`config.mk`:
```
export PLATFORM = sky130hd
export DESIGN_NAME = sdiv_seq_flat
export DESIGN_NICKNAME = d
export VERILOG_FILES = /design/src/rtl/sdiv_seq_if.sv /design/src/rtl/sdiv_seq.sv /design/src/flat_wrapper.sv
export SDC_FILE = /design/constraint.sdc
export NUM_CORES = 1
export LEC_CHECK = 0
export BUFFER_PORTS_ARGS = -buffer_cell sky130_fd_sc_hd__buf_2
export CORE_MARGIN = 3
export CORE_UTILIZATION = 45
export DETAILED_ROUTE_END_ITERATION = 7
export PLACE_DENSITY = 0.66
export SLEW_MARGIN = 20
export SYNTH_ARGS = -nofsm -noshare
export SYNTH_HDL_FRONTEND = slang
export SYNTH_SLANG_ARGS = --single-unit
```
`constraint.sdc`:
```
create_clock -name clk -period 7.5 [get_ports clk]
set_clock_uncertainty 0.1 [all_clocks]
set_input_delay 0.75 -clock clk [delete_from_list [all_inputs] [get_ports clk]]
set_output_delay 0.75 -clock clk [all_outputs]
set_load 0.01 [all_outputs]
```
`src/rtl/sdiv_seq_if.sv`:
```
// Handshake bundle for the sequential signed divider: start strobe, operands and result.
interface sdiv_seq_if #(
  parameter int WIDTH = 16
);
  logic             go;
  logic [WIDTH-1:0] dividend;
  logic [WIDTH-1:0] divisor;
  logic [WIDTH-1:0] quotient;
  logic             rdy;

  modport master (
    output go,
    output dividend,
    output divisor,
    input  quotient,
    input  rdy
  );

  modport slave (
    input  go,
    input  dividend,
    input  divisor,
    output quotient,
    output rdy
  );
endinterface

```
`src/rtl/sdiv_seq.sv`:
```
// Sequential signed divider: restoring division on magnitudes, sign applied at the end,
// quotient truncated toward zero with saturation for divide-by-zero and MIN/-1.
//
// state | meaning
// IDLE  | waiting for go; rdy holds its last value
// LOAD  | register magnitudes, result sign and special-case flags
// DIV   | WIDTH restoring iterations, one quotient bit per cycle, MSB first
// DONE  | write sign-corrected quotient, set rdy
module sdiv_seq #(
  parameter int WIDTH = 16
) (
  input  logic      clk,
  input  logic      rst,
  sdiv_seq_if.slave bus
);

  localparam int CW = $clog2(WIDTH);

  localparam logic [1:0] IDLE = 2'd0;
  localparam logic [1:0] LOAD = 2'd1;
  localparam logic [1:0] DIV  = 2'd2;
  localparam logic [1:0] DONE = 2'd3;

  localparam logic [WIDTH-1:0] ONE     = WIDTH'(1);
  localparam logic [WIDTH-1:0] ALL_ONE = '1;
  localparam logic [WIDTH-1:0] S_MIN   = {1'b1, {(WIDTH-1){1'b0}}};
  localparam logic [WIDTH-1:0] S_MAX   = {1'b0, {(WIDTH-1){1'b1}}};

  logic [1:0]       state;
  logic [WIDTH-1:0] a_reg;
  logic [WIDTH-1:0] b_reg;
  logic [WIDTH-1:0] mag_d;
  logic [WIDTH-1:0] nq;
  logic [WIDTH:0]   rem;
  logic [CW-1:0]    cnt;
  logic             neg_res;
  logic             neg_a;
  logic             div0;
  logic             ovf;
  logic [WIDTH-1:0] q_reg;
  logic             rdy_reg;

  logic [WIDTH:0]   rem_sh;
  logic [WIDTH:0]   diff;
  logic [WIDTH-1:0] result;

  // Unsigned WIDTH-bit magnitude; the most negative value maps to 2^(WIDTH-1) without overflow.
  function automatic logic [WIDTH-1:0] mag(input logic [WIDTH-1:0] v);
    return v[WIDTH-1] ? (~v + ONE) : v;
  endfunction

  // nq shifts the dividend magnitude out at the top while quotient bits enter at the bottom.
  assign rem_sh = {rem[WIDTH-1:0], nq[WIDTH-1]};
  assign diff   = rem_sh - {1'b0, mag_d};

  always_comb begin
    result = nq;
    if (div0)
      result = neg_a ? S_MIN : S_MAX;
    else if (ovf)
      result = S_MAX;
    else if (neg_res)
      result = ~nq + ONE;
  end

  always_ff @(posedge clk) begin
    if (rst) begin
      state   <= IDLE;
      a_reg   <= '0;
      b_reg   <= '0;
      mag_d   <= '0;
      nq      <= '0;
      rem     <= '0;
      cnt     <= '0;
      neg_res <= 1'b0;
      neg_a   <= 1'b0;
      div0    <= 1'b0;
      ovf     <= 1'b0;
      q_reg   <= '0;
      rdy_reg <= 1'b0;
    end else begin
      case (state)
        IDLE: begin
          if (bus.go) begin
            a_reg   <= bus.dividend;
            b_reg   <= bus.divisor;
            rdy_reg <= 1'b0;
            state   <= LOAD;
          end
        end
        LOAD: begin
          nq      <= mag(a_reg);
          mag_d   <= mag(b_reg);
          rem     <= '0;
          neg_res <= a_reg[WIDTH-1] ^ b_reg[WIDTH-1];
          neg_a   <= a_reg[WIDTH-1];
          div0    <= (b_reg == '0);
          ovf     <= (a_reg == S_MIN) && (b_reg == ALL_ONE);
          cnt     <= CW'(WIDTH - 1);
          state   <= DIV;
        end
        DIV: begin
          rem <= diff[WIDTH] ? rem_sh : diff;
          nq  <= {nq[WIDTH-2:0], ~diff[WIDTH]};
          if (cnt == '0)
            state <= DONE;
          else
            cnt <= cnt - 1'b1;
        end
        DONE: begin
          q_reg   <= result;
          rdy_reg <= 1'b1;
          state   <= IDLE;
        end
        default: state <= IDLE;
      endcase
    end
  end

  assign bus.quotient = q_reg;
  assign bus.rdy      = rdy_reg;

endmodule

```
`src/flat_wrapper.sv`:
```
// flat-port wrapper written by rule: the top's interface ports become plain ports
module sdiv_seq_flat 
#(
  parameter int WIDTH = 16
)
  (clk, rst, bus_go, bus_dividend, bus_divisor, bus_quotient, bus_rdy);
  sdiv_seq_if #(.WIDTH(WIDTH)) bus_i ();
  input  logic clk;
  input  logic rst;
  input wire logic [$bits(bus_i.go)-1:0] bus_go;
  input wire logic [$bits(bus_i.dividend)-1:0] bus_dividend;
  input wire logic [$bits(bus_i.divisor)-1:0] bus_divisor;
  output wire logic [$bits(bus_i.quotient)-1:0] bus_quotient;
  output wire logic [$bits(bus_i.rdy)-1:0] bus_rdy;
  assign bus_i.go = bus_go;
  assign bus_i.dividend = bus_dividend;
  assign bus_i.divisor = bus_divisor;
  assign bus_quotient = bus_i.quotient;
  assign bus_rdy = bus_i.rdy;
  sdiv_seq #(.WIDTH(WIDTH)) u_core (.clk(clk), .rst(rst), .bus(bus_i));
endmodule
```
After elaboration in Yosys (flattened, before gate mapping)
Index checks and enable logic that the tools add are counted.
- reduce and logical (&&, ||, !) cells: 10
- multiplexer cells: 16
- add/subtract/negate cells: 5
- equality and inequality tests: 8
- bitwise operators: 5
- operator list (kind ; count):
    16-bit 2-to-1 mux ; 7
    16-bit one-hot mux with 2 select lines ; 2
    16-bit by 1-bit adder with 16-bit output (second input constant) ; 3
    16-bit NOT ; 3
    16-bit equality test (second input constant) ; 2
    17-bit by 16-bit subtractor with 17-bit output ; 1
    16-bit logical NOT ; 1
    2-bit one-hot mux with 4 select lines ; 1
    4-bit one-hot mux with 2 select lines ; 1
    2-bit AND reduction ; 4
    2-bit equality test (second input constant) ; 2
    4-bit logical NOT ; 1
    2-bit 2-to-1 mux ; 2
    4-bit 2-to-1 mux ; 1
    2-bit != test (second input constant) ; 2
    2-bit nonzero test ; 2
    4-bit by 1-bit subtractor with 4-bit output (second input constant) ; 1
    2-bit by 1-bit equality test with 1-bit output (second input constant) ; 1
    2-bit logical NOT ; 1
    2-bit by 1-bit != test with 1-bit output (second input constant) ; 1
    1-bit one-hot mux with 2 select lines ; 1
    1-bit logical AND ; 1
    1-bit 2-to-1 mux ; 1
    1-bit NOT ; 1
    1-bit bitwise XOR ; 1
- output and inout bits: 17
- register bits: 107
- word-level logic and storage cells: 57
- input bits: 35

Logic depth before layout (Yosys ltp)
- depth in word-level cells: 5
- gate-level depth with buffers: 11
- mapped depth without buffers: 10

Worst setup path before layout
Ideal clock, no wire load.
- kind: register to register
- start point: register u_core.nq[15]
- end point: register u_core.rem[3]
- data required time: 7.336 ns
- cell stages (with the launch flop): 12
- data arrival time: 2.428 ns
- buffers on the path: 1
- setup time: 0.064 ns
- path slack: 4.908 ns
- period minus slack after synthesis: 2.592 ns
- cells stage by stage: dfxtp_1 > inv_1 > ha_1 > inv_1 > fa_1 > a211oi_1 > o21ai_1 > a211oi_2 > buf_4 > nor2_1 > or4_1 > nand4_1
- word-level cells in the longest chain between the ends: 3
- ends and longest elaborated chain (item ; RTL line ; RTL):
    from (decl) ; sdiv_seq.sv:33 ; logic [WIDTH-1:0] nq;
    from (signal assigned) ; sdiv_seq.sv:92 ; nq <= mag(a_reg);
    from (signal assigned) ; sdiv_seq.sv:104 ; nq <= {nq[WIDTH-2:0], ~diff[WIDTH]};
    17-bit by 16-bit subtractor with 17-bit output ; sdiv_seq.sv:54 ; assign diff = rem_sh - {1'b0, mag_d};
    16-bit 2-to-1 mux ; sdiv_seq.sv:103 ; rem <= diff[WIDTH] ? rem_sh : diff;
    16-bit one-hot mux with 2 select lines ; sdiv_seq.sv:82 ; case (state)
    to (signal assigned) ; sdiv_seq.sv:103 ;
    to (decl) ; sdiv_seq.sv:34 ; logic [WIDTH:0] rem;
No other way between the ends.
A chain may end at the register's enable or synchronous reset.

Worst setup path after layout
Same ends and word-level chain as after synthesis.

==> run metrics <==
Post-Syn Area approximately 6400 um^2; hpwl dp 11640 um; drt first pass iters 7; leakage 0.002722 uW; Worst EP required 7.70 ns; routed wire length 15840 um; grt ovf 0; VDD IR max ~0.2 mV; cell area after layout 6987 um^2; Die X-Extent 125.0 um; Clock Latency Late Sink 0.36 ns; PortBufs 51; largest net degree at the start of global routing 92; Ys Warns 0; die area 15630 um^2; fraction of layout cells with a size suffix above 1 between 10 and 15%; CTS resizes 0; 1st-iter DRT viols 512; first-pass GRT wire length around 26000 um; worst-path fanout max 11; Final Critical Period 3.239 ns; post-CTS setup buffers 0; Mapped Cells around 800; Clk pwr share 19.7%; logic gate share of total power 48.2%; Fin Setup TNS 0 ns; Seq/Total Area, Yosys about 34%; Hold WS 0.3793 ns; Synth Net Count 880; Synth Flop Type dfxtp_1; area occupied by multi-input gates 3887 um^2; Routed wire per std cell 15.59 um; number of synthesized flops with an enable pin 0; filler cell count 1342; Sw Share between 40 and 50%; Seq cells post-synth 107; Avg Vias per Cell 5.656; Worst Tran Pin Value 1.002 ns; Crit Path Class flop to flop; nets@finish 896; CTS tree built; CP delay by family, top compound AO/OA/AOI/OAI gates; CP Capture Type flop; TritonCTS buffer count 9; Finished Layout Cells 1016; area post-placement roughly 6700 um^2; Hold Path Class flop to flop; Total GRT Usage 19.94%; # Max-Cap Violations 0; IO Pins 52; initial antenna violation count 0; Slew Viols, Final 0; Async S/R FF share, synth 0%; die height ~130 um; final setup violating endpoints 0; Vias 5746; Critical Path AT 3.44 ns; Internal about 1400 uW; Worst path most repeated cell inv_1; unrepaired setup endpoints after global routing no; Final ANT Viol Nets 0; DP Cell Count 1000; Slew headroom 33.04%; Critical Path Max Stage Delay 0.68 ns; # DRC 0; average cell area after synthesis 7.782 um^2; PD cells 353.0 nW/um^2; # rows 42; Critical path buffers and inverters 2; worst-path cell chain inv_1, ha_1, inv_1, fa_1, a211oi_1, o21ai_1, a211oi_2, nor2_1, or4_1, nand4_1; hold-fix buffers at CTS 0; switching power 1064 uW; number of global-route vias before repair about 5300; RePlAce Congestion 0.8783; core area 13560 um^2; register share of total power 32.1%; Initial Utilization 47.01%; synth-to-layout area growth 9.619%; CTS Buffer Depth 2; Num Clock Sinks between 100 and 150; CTS H-tree lvls 3; register area between 2000 and 2500 um^2; status finished clean; clk root buf clkbuf_16; final-report hold violation count 0; Crit-path slowest cell a211oi_2; f_max 308.7 MHz; Synth cell types 67; Worst-path clk slew approximately 0.07 ns; # diodes 0; startpoint class of the critical path flop; post-route clock period utilization 43.19%
==> worst reg2reg max path: cells and delay by family, from the launching register on <==
family          cells  cell delay [ns]
fa+ha+maj           2             0.58
buf+inv             2             0.14
simple gates        3             0.83
flops               1             0.32
compound gates      3             1.20
==> layout make-up <==
cell class | instances | share of cell area, %
inverter | 42 | 2.256
tap | 176 | 3.152
timing repair buffer | 55 | 4.083
multi-input combinational | 620 | 55.64
sequential | 107 | 30.66
clock buffer | 10 | 3.277
clock inverter | 6 | 0.9312
==> cells by family (layout without fill, tap and decap cells) <==
group | after synthesis | in the layout | synth area share, %
buf+inv | 92 | 113 | 5.516
mux | 25 | 25 | 3.965
xor+xnor | 51 | 51 | 7.008
fa+ha+maj | 26 | 26 | 5.222
compound gates | 222 | 222 | 22.32
flops | 107 | 107 | 33.61
simple gates | 296 | 296 | 22.36
==> synthesized netlist by cell type (3+ instances only) <==
cell | count | share of area, %
a21oi_1 | 79 | 6.2
o22ai_1 | 7 | 0.69
nand2_1 | 115 | 6.8
and3_1 | 15 | 1.5
nand2b_1 | 22 | 2.2
nand4_1 | 12 | 1.2
clkbuf_1 | 41 | 2.4
or4_1 | 6 | 0.71
nor2_1 | 59 | 3.5
o21ai_0 | 38 | 3.0
nand3_1 | 13 | 1.0
and2_1 | 4 | 0.39
nor3_1 | 18 | 1.4
o211ai_1 | 4 | 0.47
xor2_1 | 21 | 2.9
a21boi_0 | 5 | 0.59
a211oi_1 | 26 | 3.1
a21o_1 | 5 | 0.59
nand3b_1 | 6 | 0.71
mux2i_1 | 23 | 3.6
a22o_1 | 3 | 0.41
or3_1 | 5 | 0.49
o41ai_1 | 5 | 0.69
nor2b_1 | 4 | 0.39
xnor2_1 | 30 | 4.1
ha_1 | 25 | 4.9
dfxtp_1 | 107 | 34
a31oi_1 | 3 | 0.29
buf_1 | 6 | 0.35
inv_1 | 41 | 2.4
a221oi_1 | 5 | 0.69
o31ai_1 | 15 | 1.8
nor4_1 | 6 | 0.59
o21ai_1 | 3 | 0.24
==> cell usage in the layout (no fill, tap or decap), types with 7 or more instances in the layout <==
master     Yosys  layout
a21oi_1       79      78
nor3_1        18      18
buf_2          2      51
xnor2_1       30      30
dfxtp_1      107     107
nand4_1       12      12
and3_1        15      15
nand2_1      115     115
xor2_1        21      21
clkbuf_16      0       9
ha_1          25      25
o22ai_1        7       7
nand3_1       13      13
o31ai_1       15      15
nand2b_1      22      22
a211oi_1      26      26
o21ai_0       38      38
nor2_1        59      58
inv_1         41      41
mux2i_1       23      23
==> power groups by stage <==
stage | logic (uW) | registers [uW] | clock network [uW]
2_1_floorplan | 967 | 758 | 0
3_3_place_gp | 1160 | 796 | 0
3_5_place_dp | 1170 | 803 | 0
4_1_cts | 1180 | 790 | 496
5_1_grt | 1320 | 810 | 516
6_report | 1190 | 792 | 486
==> layer usage <==
layer	track usage (%)	vias up	wire, um
met4	6.441	0	263
met2	30.59	133	6874
met1	28.87	2661	8003
met3	2.985	20	694
met5	0	-	0
li1	-	2932	-
==> worst paths after layout <==
path / startpoint / endpoint / slack, ns / cells after the start
max reg2reg: u_core.nq[15] / u_core.rem[3] / 4.26 / 10
min reg2reg: u_core.bus.quotient[0] / u_core.bus.quotient[0] / 0.38 / 2
min: u_core.bus.quotient[0] / u_core.bus.quotient[0] / 0.38 / 2
max: u_core.nq[15] / u_core.rem[3] / 4.26 / 10
==> metrics by stage <==
step           util [%]  setup WS [ns]  power (uW)
2_1_floorplan         -          4.908        1724
3_3_place_gp      49.31          4.245        1953
3_5_place_dp      49.31          4.163        1976
4_1_cts           51.48          4.167        2465
5_1_grt           51.53          3.960        2648
6_report          51.53          4.261        2467
Power figures use the tool's default switching activity.
